--- src/rtl/cordic_pkg.sv ---
// Shared definitions for the CORDIC host interface.
//   - register address map
//   - STATUS bit indices
//   - one-hot function select bit positions
//   - host FSM state encoding
package cordic_pkg;

  // Register addresses
  localparam logic [2:0] ADDR_CTRL    = 3'd0;
  localparam logic [2:0] ADDR_ANGLE   = 3'd1;
  localparam logic [2:0] ADDR_ANOTHER = 3'd2;
  localparam logic [2:0] ADDR_RESULT  = 3'd3;
  localparam logic [2:0] ADDR_STATUS  = 3'd4;
  localparam logic [2:0] ADDR_CLEAR   = 3'd5;

  // STATUS bit indices (bit0 is live, bits 1..4 are sticky)
  localparam int ST_BUSY    = 0;
  localparam int ST_DONE    = 1;
  localparam int ST_RANGE   = 2;
  localparam int ST_TIMEOUT = 3;
  localparam int ST_OVERRUN = 4;

  // Function select bit positions
  localparam int SEL_SIN  = 0;
  localparam int SEL_COS  = 1;
  localparam int SEL_TAN  = 2;
  localparam int SEL_ATAN = 3;

  typedef enum logic [1:0] {
    S_IDLE  = 2'd0,
    S_ISSUE = 2'd1,
    S_WAIT  = 2'd2
  } state_t;

endpackage

--- src/rtl/cordic_host_if.sv ---
// Register-bus front end for the CORDIC coprocessor.
// Software loads ANGLE/ANOTHER, then writes CTRL with start=1 and a one-hot
// select. A valid request produces a one-cycle cordic_valid pulse, after which
// the block waits for cordic_out_valid (or times out) and records the result.
//
// Ports:
//   clk, rst            clock, synchronous active-high reset
//   bus_wr/bus_rd       register write/read strobes
//   bus_addr/bus_wdata  register address and write data
//   bus_rdata           registered read data (holds until the next read)
//   irq                 level interrupt: done | range_err | timeout | overrun
//   cordic_in_angle     angle operand (driven straight from ANGLE)
//   cordic_another      second operand (driven straight from ANOTHER)
//   cordic_select       latched one-hot function select
//   cordic_valid        single-cycle request strobe
//   cordic_out          coprocessor result, Q7.8
//   cordic_out_valid    result strobe
module cordic_host_if
  import cordic_pkg::*;
#(
  parameter int TIMEOUT_CYCLES = 32,
  parameter int MAX_ANGLE      = 90
) (
  input  logic        clk,
  input  logic        rst,
  input  logic        bus_wr,
  input  logic        bus_rd,
  input  logic [2:0]  bus_addr,
  input  logic [15:0] bus_wdata,
  output logic [15:0] bus_rdata,
  output logic        irq,
  output logic [15:0] cordic_in_angle,
  output logic [15:0] cordic_another,
  output logic [3:0]  cordic_select,
  output logic        cordic_valid,
  input  logic [15:0] cordic_out,
  input  logic        cordic_out_valid
);

  localparam int CNT_W = (TIMEOUT_CYCLES > 2) ? $clog2(TIMEOUT_CYCLES) : 1;
  localparam logic [CNT_W-1:0] CNT_LAST = CNT_W'(TIMEOUT_CYCLES - 1);
  localparam logic signed [15:0] MAX_ANGLE_S = 16'(MAX_ANGLE);

  state_t             state_reg, state_next;
  logic [15:0]        angle_reg;
  logic [15:0]        another_reg;
  logic [3:0]         sel_reg;
  logic [15:0]        result_reg;
  logic [CNT_W-1:0]   cnt_reg;
  logic [15:0]        rdata_reg;
  // Sticky STATUS bits, indexed by their STATUS bit position
  logic [ST_OVERRUN:ST_DONE] sticky_reg;
  logic [ST_OVERRUN:ST_DONE] sticky_set;
  logic [ST_OVERRUN:ST_DONE] sticky_clr;

  logic        busy;
  logic        wr_ctrl, wr_angle, wr_another, wr_clear, rd_result;
  logic [3:0]  wr_sel;
  logic        sel_onehot, needs_angle, angle_in_range;
  logic        start_req, start_ok, start_bad;
  logic        capture, timed_out, overrun_hit;
  logic [4:0]  status_word;
  logic [15:0] rd_mux;

  assign busy       = (state_reg != S_IDLE);
  assign wr_ctrl    = bus_wr && (bus_addr == ADDR_CTRL);
  assign wr_angle   = bus_wr && (bus_addr == ADDR_ANGLE);
  assign wr_another = bus_wr && (bus_addr == ADDR_ANOTHER);
  assign wr_clear   = bus_wr && (bus_addr == ADDR_CLEAR);
  assign rd_result  = bus_rd && (bus_addr == ADDR_RESULT);

  // Request validation uses the select being written and the current ANGLE.
  assign wr_sel         = bus_wdata[7:4];
  assign sel_onehot     = $onehot(wr_sel);
  assign needs_angle    = wr_sel[SEL_SIN] | wr_sel[SEL_COS] | wr_sel[SEL_TAN];
  assign angle_in_range = ($signed(angle_reg) >= 16'sd0) &&
                          ($signed(angle_reg) <= MAX_ANGLE_S);

  // Start is only honoured in IDLE; while busy it counts as an overrun.
  assign start_req = wr_ctrl && bus_wdata[0] && !busy;
  assign start_ok  = start_req && sel_onehot && (!needs_angle || angle_in_range);
  assign start_bad = start_req && !start_ok;

  assign capture     = (state_reg == S_WAIT) && cordic_out_valid;
  assign timed_out   = (state_reg == S_WAIT) && !cordic_out_valid && (cnt_reg == CNT_LAST);
  assign overrun_hit = busy && (wr_ctrl || wr_angle || wr_another);

  // Sets and clears for the sticky bits; a set in the same cycle as a clear
  // wins because the update is set | (old & ~clr).
  always_comb begin
    sticky_set = '0;
    sticky_clr = '0;
    sticky_set[ST_DONE]    = capture;
    sticky_set[ST_RANGE]   = start_bad;
    sticky_set[ST_TIMEOUT] = timed_out;
    sticky_set[ST_OVERRUN] = overrun_hit;
    if (wr_clear) begin
      sticky_clr = bus_wdata[ST_OVERRUN:ST_DONE];
    end
    if (start_req || rd_result) begin
      sticky_clr[ST_DONE] = 1'b1;
    end
  end

  // FSM: next state and request strobe
  always_comb begin
    state_next   = state_reg;
    cordic_valid = 1'b0;
    unique case (state_reg)
      S_IDLE: begin
        if (start_ok) state_next = S_ISSUE;
      end
      S_ISSUE: begin
        cordic_valid = 1'b1;
        state_next   = S_WAIT;
      end
      S_WAIT: begin
        if (capture || timed_out) state_next = S_IDLE;
      end
      default: state_next = S_IDLE;
    endcase
  end

  always_ff @(posedge clk) begin
    if (rst) state_reg <= S_IDLE;
    else     state_reg <= state_next;
  end

  assign status_word = {sticky_reg, busy};

  // Read mux sees pre-write values, so a read racing a write returns old data.
  always_comb begin
    rd_mux = '0;
    unique case (bus_addr)
      ADDR_CTRL:    rd_mux = {8'd0, sel_reg, 4'd0};
      ADDR_ANGLE:   rd_mux = angle_reg;
      ADDR_ANOTHER: rd_mux = another_reg;
      ADDR_RESULT:  rd_mux = result_reg;
      ADDR_STATUS:  rd_mux = {11'd0, status_word};
      default:      rd_mux = '0;
    endcase
  end

  always_ff @(posedge clk) begin
    if (rst) begin
      angle_reg   <= '0;
      another_reg <= '0;
      sel_reg     <= '0;
      result_reg  <= '0;
      cnt_reg     <= '0;
      rdata_reg   <= '0;
      sticky_reg  <= '0;
    end else begin
      if (wr_angle && !busy)   angle_reg   <= bus_wdata;
      if (wr_another && !busy) another_reg <= bus_wdata;
      if (start_ok)            sel_reg     <= wr_sel;
      if (capture)             result_reg  <= cordic_out;

      if (state_reg == S_ISSUE)     cnt_reg <= '0;
      else if (state_reg == S_WAIT) cnt_reg <= cnt_reg + 1'b1;

      if (bus_rd) rdata_reg <= rd_mux;

      sticky_reg <= sticky_set | (sticky_reg & ~sticky_clr);
    end
  end

  assign bus_rdata       = rdata_reg;
  assign irq             = |sticky_reg;
  assign cordic_in_angle = angle_reg;
  assign cordic_another  = another_reg;
  assign cordic_select   = sel_reg;

endmodule
--- config.mk ---
export PLATFORM = sky130hd
export DESIGN_NAME = cordic_host_if
export DESIGN_NICKNAME = d
export VERILOG_FILES = /design/src/rtl/cordic_pkg.sv /design/src/rtl/cordic_host_if.sv
export SDC_FILE = /design/constraint.sdc
export NUM_CORES = 1
export LEC_CHECK = 0
export CAP_MARGIN = 30
export CORE_ASPECT_RATIO = 0.5
export CORE_UTILIZATION = 45
export DETAILED_ROUTE_END_ITERATION = 8
export PLACE_DENSITY_LB_ADDON = 0.3
export SLEW_MARGIN = 20
export SYNTH_ARGS = -nofsm -noshare
export SYNTH_HDL_FRONTEND = slang
export SYNTH_SLANG_ARGS = --single-unit
--- constraint.sdc ---
create_clock -name clk -period 2.35 [get_ports clk]
set_input_delay 0.235 -clock clk [delete_from_list [all_inputs] [get_ports clk]]
set_output_delay 0.235 -clock clk [all_outputs]
set_load 0.02 [all_outputs]
# ---- Word-level counts from Yosys, hierarchy flattened
# Index checks and enable logic that the tools add are counted.
dict set report classes {
  add_sub_neg 4
  n_lt_le_gt_ge 2
  n_eq_ne 11
  n_mux 7
  n_bitwise 5
  reduce_logical 32
}
# operator n
set op_table {}
lappend op_table {{16-bit case mux with 5 select lines} 1}
lappend op_table {{1-bit logical AND} 17}
lappend op_table {{16-bit by 1-bit greater-or-equal comparator with 1-bit output, second input constant} 1}
lappend op_table {{16-bit by 8-bit <= comparator with 1-bit output, second input constant} 1}
lappend op_table {{3-bit by 1-bit == test with 1-bit output, second input constant} 2}
lappend op_table {{3-bit by 2-bit == test with 1-bit output, second input constant} 2}
lappend op_table {{3-bit == test, second input constant} 2}
lappend op_table {{2-bit case mux with 3 select lines} 1}
lappend op_table {{5-bit by 1-bit adder with 5-bit output, second input constant} 1}
lappend op_table {{5-bit == test, second input constant} 1}
lappend op_table {{1-bit logical OR} 5}
lappend op_table {{1-bit by 1-bit adder with 2-bit output} 2}
lappend op_table {{4-bit AND} 1}
lappend op_table {{1-bit zero test} 4}
lappend op_table {{2-bit two-way mux} 2}
lappend op_table {{4-bit two-way mux} 1}
lappend op_table {{4-bit NOT} 1}
lappend op_table {{4-bit bitwise OR} 1}
lappend op_table {{4-bit OR reduction} 1}
lappend op_table {{2-bit by 2-bit adder with 3-bit output} 1}
lappend op_table {{3-bit zero test} 1}
lappend op_table {{2-bit by 1-bit == test with 1-bit output, second input constant} 1}
lappend op_table {{2-bit == test, second input constant} 1}
lappend op_table {{2-bit zero test} 1}
lappend op_table {{7 further kinds} 9}
dict set report word_totals {
  reg_bits 79
  wordCells 69
}

# ---- Logic depth before layout (Yosys ltp)
# Gate-level depths: netlist of the first run.
dict set report logic_depth {
  depth_word 9
  depth_mapped 9
  ltp_nobuf 9
}

# ---- Least setup slack after synthesis of the first run
# OpenSTA, ideal clock, no wires.
dict set report synth_path {
  path_type {input to register}
  startpoint {input port bus_wdata[4]}
  endpoint {register sel_reg[0] (netlist: cordic_select[0])}
  setup_ps 72
  arrival_ps 2028
  t_required_ps 2278
  slack_ps 250
  cell_stages 9
  n_path_buf 0
  path_cell_list {inv_1 fa_1 inv_1 ha_1 ha_1 nor2_1 nand2_1 nor4_4 mux2i_1}
}
dict set report synth_via {
  elab_chain_cells 5
  word_cells_on_any_way 9
  cone_classes {2 x add/sub; 1 x eq/ne; 2 x bitwise; 4 x reduce/logical}
}
# item line_no
set synth_lines {}
lappend synth_lines {{from (decl)} cordic_host_if.sv:29} ;# input logic [15:0] bus_wdata,
lappend synth_lines {{1-bit by 1-bit adder with 2-bit output (implied by the code) or 1-bit bitwise OR (tied branches)} {cordic_host_if.sv:74, cordic_host_if.sv:75}}
lappend synth_lines {{2-bit by 2-bit adder with 3-bit output (implied by the code) or 1-bit bitwise OR (tied branches)} {cordic_host_if.sv:74, cordic_host_if.sv:75}}
lappend synth_lines {{3-bit by 1-bit == test with 1-bit output or 1-bit zero test (tied branches)} {cordic_host_if.sv:74, cordic_host_if.sv:81}}
lappend synth_lines {{1-bit logical AND or 1-bit logical OR (tied branches)} cordic_host_if.sv:81} ;# assign start_ok = start_req && sel_onehot && (!needs_angle || angle_in_range);
lappend synth_lines {{1-bit logical AND} cordic_host_if.sv:81}
lappend synth_lines {{to (signal assigned)} cordic_host_if.sv:156} ;# if (start_ok) sel_reg <= wr_sel;
lappend synth_lines {{to (decl)} cordic_host_if.sv:47} ;# logic [3:0] sel_reg;
# Parallel ways exist; a longest one is shown, timed or not.
# A chain may end at the register's enable or synchronous reset.

# ---- Worst setup path in the final report of the first run
dict set report layout_path {
  startpoint {input port bus_wdata[5]}
  endpoint {register sel_reg[3] (netlist: cordic_select[3])}
}
dict set report layout_via {
  elab_chain_cells 5
  word_cells_on_any_way 9
  cone_classes {2 x add/sub; 1 x eq/ne; 2 x bitwise; 4 x reduce/logical}
}
# item line_no
set layout_lines {}
lappend layout_lines {{1-bit by 1-bit adder with 2-bit output (implied by the code) or 1-bit bitwise OR (tied branches)} {cordic_host_if.sv:74, cordic_host_if.sv:75}}
lappend layout_lines {{2-bit by 2-bit adder with 3-bit output (implied by the code) or 1-bit bitwise OR (tied branches)} {cordic_host_if.sv:74, cordic_host_if.sv:75}}
lappend layout_lines {{3-bit by 1-bit == test with 1-bit output or 1-bit zero test (tied branches)} {cordic_host_if.sv:74, cordic_host_if.sv:81}}
lappend layout_lines {{1-bit logical AND or 1-bit logical OR (tied branches)} cordic_host_if.sv:81}
lappend layout_lines {{1-bit logical AND *} cordic_host_if.sv:81}
# Every way passes the cells marked *; elsewhere a longest branch is shown, timed or not.

==> flow_summary.yaml, run 1 <==
min_path:
  hold-path-endpoint: "cordic_in_angle[4]"
  whs_path_depth: 4
  min-delay-start: "bus_wdata[4]"
  hold_class: "primary input to register"
setup_path:
  crit_path_max_fanout: 6
  cp_slowest_cell: "fa_1"
  path_buf_inv: 4
  r2r_slack_ns: 0.47
  cp_top_family: "adder cells"
  worstSetupEndpointType: "register"
  timing.rr.start: "state_reg[0]"
  critPathMaxStageDelay_ns: 0.50
  reg2regPathDepth: 4
  cp.arrival_ns: 2.51
  crit_required_ns: 2.62
  critical_path_class: "primary input to register"
  regToRegEndpoint: "cordic_in_angle[3]"
  cp-start-kind: "primary input"
  cp_cell_sequence: "clkdlybuf4s50_1 > inv_1 > fa_1 > inv_1 > ha_1 > ha_1 > nor2_1 > nand2_1 > nor4_4 > buf_6 > mux2i_1"
global_route:
  grt_pass1_wl_um: 16100
  antenna_found_initial: 0
  grt_max_degree: 57
  grt.overflow.total: 0
  gr-usage-all-layers_pct: 25.6
  grt_pass1_vias: 3260
clock_tree:
  cts_buffer_depth: 2
  insertion_delay_ns: 0.35
  numCtsBuffers: 9
  clk_pin_slew_ns: 0.06
  ctsRootBufferMaster: "clkbuf_16"
  h-tree-depth: 3
  cts_setup_buffers: 0
  cts_tree: "done"
  cts.sinks: 79
placement:
  pre_cts_ws_ns: -0.353
  gp_congestion: 0.792
  io_buffers: 93
  placedInstanceArea_um2: 4710
  hpwl_um: 6930
  dp.cells: 625
sta:
  slew_viol_final: 0
  rsz0062_at_grt: "false"
  final_hold_viol_count: 0
  period_share_pct: 95.3
  period_minus_slack_ns: 2.24
  finalHoldWorstSlack_ns: 0.339
  setup_slack_ns: 0.109
  max-slew-margin-rel_pct: 55.6
  setup_violations: 0
  fin_setup_tns_ns: 0
  worst_pin_slew_ns: 0.665
  skew_ns: 0.00441
  max_freq_ghz: 0.446
cells_and_area:
  final_util_pct: 66.9
  antenna_cells: 0
  post_layout_nonfiller_instances: 641
  fin_area_um2: 5020
  final_layout_size_suffix_gt1_share_pct: 10.7
  area_delta_synth_final_pct: 40.7
  fin_nets: 574
synth:
  yosys-mux-area-fraction_pct: 7.95
  postSynthRegisterBits: 79
  yosysTopAreaCellShare_pct: 44.3
  ys.warnings.count: 0
  synth_area_leaders: "dfxtp_1, nand2_1, a21oi_1, mux2_2, a22o_1"
  seq_area_frac_synth_pct: 44.3
  synth_top_cell_by_area: "dfxtp_1"
  synth_area_um2: 3570
  synth_top_family_by_area: "simple AND/OR/NAND/NOR gates"
  syn_nets: 479
  synth.distinct_cells: 40
  synthXorXnorAreaFrac_pct: 0.245
  ys_top_cells_by_count: "nand2_1, dfxtp_1, a21oi_1"
  syn_inst: 433
  synth_ff_type: "dfxtp_1"
  avgSynthCellArea_um2: 8.25
  synth_edf_count: 0
  synth_compound_area_share_pct: 16.3
  ys_async_sr_fraction_pct: 0
  synth-simple-area-share_pct: 24.8
  synth-adder-area-share_pct: 2.31
  synth.most_common_cell: "nand2_1"
route:
  vias_per_cell: 5.38
  first_pass_iters: 5
  met2WireLength_um: 4600
  routed.top_layer: "met4"
  drt_iter0_drc: 257
  met3_length_um: 669
  drc_errors: 0
  ant_nets: 0
  post_drt_wl_per_cell_um: 15.4
  wl_met1_um: 4450
  wl_um: 9900
  dr_total_vias: 3448
floorplan:
  io_pins: 94
  die-area_um2: 8320
  die_h_um: 65
  core_um2: 7510
  core.rowCount: 22
  initial_utilization_pct: 47.5
  die_w_um: 128
pwr:
  p_per_area_nw_per_um2: 617
  finalPower_mw: 3.10
  leakage_nw: 1.82
  vdd_drop_max_mv: 0.449
status:
  status: "finished clean"
run:
  cap_violations: 0
==> worst min-delay path: cells and delay by family <==
family | cells | cell delay (ns)
AO/OA/AOI/OAI | 1 | 0.05
buffers and inverters | 2 | 0.30
AND/OR/NAND/NOR | 1 | 0.05
==> worst max-delay path by stage <==
stage                 startpoint          endpoint  slack, ns  cells after the start
floorplan           bus_wdata[4]  cordic_select[0]       0.25                      9
global placement    bus_wdata[4]  cordic_select[3]      -0.29                     11
detailed placement  bus_wdata[4]  cordic_select[3]      -0.35                     11
CTS                 bus_wdata[4]  cordic_select[3]     0.0006                     11
global route        bus_wdata[5]  cordic_select[3]      0.002                     11
finish              bus_wdata[5]  cordic_select[3]       0.11                     11
==> area by class of cell <==
class                      instances  area [um^2]
timing repair buffer             114         1130
inverter                           7         26.3
tap                              108          135
clock buffer                      13          270
multi-input combinational        317         1840
clock inverter                     3         40.0
sequential                        79         1580
fill                             631         2490
==> where the power goes <==
group | switching [mW] | internal, mW
Sequential | 0.0147 | 1.35
Clock | 0.540 | 0.906
Combinational | 0.143 | 0.141
Total | 0.698 | 2.40
==> layer usage <==
metal	vias to the layer above	global-route usage (%)
met5	-	0
met4	0	10.0
met3	19	6.77
met2	122	42.0
met1	1643	32.3
li1	1664	-
==> cells in the final DEF, fill, tap and decap left out, types with 2 or more instances in the layout <==
cell / count
nand2_1: 109
clkdlybuf4s50_1: 91
dfxtp_1: 79
a21oi_1: 67
nor2_1: 22
buf_4: 17
nor2b_1: 15
nand2b_1: 13
mux2_2: 13
a22o_1: 12
o21ai_0: 9
clkbuf_16: 9
mux2i_1: 7
inv_1: 6
a22oi_1: 6
ha_1: 5
nand3b_1: 4
mux4_2: 3
nand3_1: 3
clkbuf_8: 3
buf_12: 3
and3_1: 2
a31oi_1: 2
nor3b_1: 2
and3b_1: 2
o211ai_1: 2
nor4_1: 2
nand4_1: 2
and2_1: 2
clkinv_2: 2
==> logic make-up after synthesis <==
family          after synthesis
compound gates              101
flops                        79
xor+xnor                      1
fa+ha+maj                     6
simple gates                186
buf+inv                      37
mux                          23
==> repair_timing <==
item	CTS	global route
gates resized for setup	0	3
hold buffers	0	0
endpoints found under the setup margin	0	6
No activity file was read; power rests on OpenSTA's default activity.
==> run 2, diff against run 1 <==
--- a/config.mk
+++ b/config.mk
@@ -7,6 +7,7 @@
 export LEC_CHECK = 0
 export CAP_MARGIN = 30
 export CORE_ASPECT_RATIO = 0.5
+export CORE_MARGIN = 2
 export CORE_UTILIZATION = 45
 export DETAILED_ROUTE_END_ITERATION = 8
 export PLACE_DENSITY_LB_ADDON = 0.3
==> flow_summary.yaml, run 2 (synthesized netlist as in run 1, its figures left out) <==
cells_and_area:
  area_delta_synth_final_pct: 39.6
  post_layout_nonfiller_instances: 638
  fin_nets: 571
  final_layout_size_suffix_gt1_share_pct: 10.2
  final_common_cell: "nand2_1"
  final_util_pct: 66.4
  fin_area_um2: 4990
  antenna_cells: 0
  final_cell_mix: "nand2_1, clkdlybuf4s50_1, dfxtp_1"
floorplan:
  io_pins: 94
  die_w_um: 130
  core.rowCount: 22
  core_um2: 7510
  initial_utilization_pct: 47.5
  die-area_um2: 8710
  die_h_um: 67
pwr:
  p_seq_share_pct: 45.2
  p_per_area_nw_per_um2: 607
  switching_share_pct: 22.7
  leakage_nw: 1.81
  vdd_drop_max_mv: 0.365
  p_switching_mw: 0.686
  finalPower_mw: 3.02
  pwr-share-comb_pct: 9.3
  p_int_mw: 2.34
  p_clk_share_pct: 45.5
setup_path:
  timing.rr.start: "state_reg[1]"
  critPathMaxStageDelay_ns: 0.50
  reg2regPathDepth: 4
  regToRegEndpoint: "cordic_in_angle[13]"
  crit_required_ns: 2.62
  cp_slowest_cell: "clkdlybuf4s50_1"
  cp_cell_sequence: "clkdlybuf4s50_1 > inv_1 > fa_1 > inv_1 > ha_1 > ha_1 > nor2_1 > nand2_1 > nor4_4 > buf_6 > mux2i_1"
  r2r_slack_ns: 0.42
  critical_path_class: "primary input to register"
  worstSetupEndpointType: "register"
  cp-start-kind: "primary input"
  cp.arrival_ns: 2.51
  crit_path_max_fanout: 6
sta:
  worst_pin_slew_ns: 0.720
  finalHoldWorstSlack_ns: 0.336
  skew_ns: 0.00575
  fin_setup_tns_ns: 0
  period_share_pct: 95.6
  final_hold_viol_count: 0
  period_minus_slack_ns: 2.25
  rsz0062_at_grt: "false"
  max_freq_ghz: 0.445
  setup_slack_ns: 0.102
  slew_viol_final: 0
  max-slew-margin-rel_pct: 51.9
  setup_violations: 0
global_route:
  antenna_found_initial: 0
  gr-usage-all-layers_pct: 24.6
  grt_max_degree: 58
  grt_pass1_wl_um: 16100
  grt.overflow.total: 0
  grt_pass1_vias: 3250
min_path:
  min-delay-start: "bus_wdata[5]"
  hold-path-endpoint: "cordic_another[5]"
  hold_class: "primary input to register"
  whs_path_depth: 4
placement:
  dp.cells: 622
  gp_congestion: 0.829
  pre_cts_ws_ns: -0.361
  hpwl_um: 6890
  io_buffers: 93
  placedInstanceArea_um2: 4690
route:
  ant_nets: 0
  first_pass_iters: 5
  drc_errors: 0
  post_drt_wl_per_cell_um: 15.3
  drt_iter0_drc: 268
  wl_um: 9790
  dr_total_vias: 3374
  vias_per_cell: 5.29
clock_tree:
  clk_pin_slew_ns: 0.06
  cts_buffer_depth: 2
  ctsRootBufferMaster: "clkbuf_16"
  h-tree-depth: 3
  insertion_delay_ns: 0.34
  cts.sinks: 79
  hold_buffers: 0
  cts_tree: "done"
  numCtsBuffers: 9
run:
  cap_violations: 0
status:
  status: "finished clean"
## run 2: cell types whose count changed in the layout (fill, tap and decap cells not counted)
cell             before  now
inv_1                 6    5
inv_2                 1    2
dlymetal6s2s_1        1    2
clkbuf_1              1    2
buf_4                17   14
clkbuf_8              3    1
clkdlybuf4s50_1      91   90
clkinv_2              2    3
## run 2: per-layer routing
metal | global-route usage, % | share of wire (%)
met5 | 0 | 0
met4 | 7.93 | 1.6
met3 | 7.79 | 5.7
met2 | 38.4 | 45
met1 | 32.5 | 47
## run 2: worst max-delay path by stage
stage                       from                to  slack, ns  cells after the start
floorplan           bus_wdata[4]  cordic_select[0]       0.25                      9
CTS                 bus_wdata[4]  cordic_select[0]       0.01                     11
global placement    bus_wdata[4]  cordic_select[3]      -0.29                     11
finish              bus_wdata[7]  cordic_select[0]       0.10                     11
global route        bus_wdata[7]  cordic_select[3]       0.02                     11
detailed placement  bus_wdata[4]  cordic_select[2]      -0.36                     11
## run 2: critical path, delay by kind of cell
kind          cells  cell delay, ns
fa+ha+maj         3            0.92
simple gates      3            0.42
buf+inv           4            0.76
mux               1            0.18
## run 2: what timing repair did
action | in CTS | in global routing
endpoints found under the hold margin | 0 | 0
setup buffers | 0 | 0
endpoints found under the setup margin | 1 | 5
resized for setup | 1 | 4
## run 2: final cells by class
type / instances / area [um^2]
fillers: 625 / 2530
multi-input cells: 317 / 1840
flip-flops and latches: 79 / 1580
repair buffers: 111 / 1110
clock buffers: 12 / 246
well taps: 108 / 135
clock inverters: 4 / 45.0
inverters: 7 / 26.3
## run 2: power by group through the flow
stage	Combinational, mW	Sequential [mW]	Clock (mW)
4_1_cts	0.280	1.37	1.40
5_1_grt	0.304	1.37	1.46
3_3_place_gp	0.275	1.40	0
6_report	0.282	1.37	1.38
2_1_floorplan	0.113	1.41	0
3_5_place_dp	0.278	1.40	0
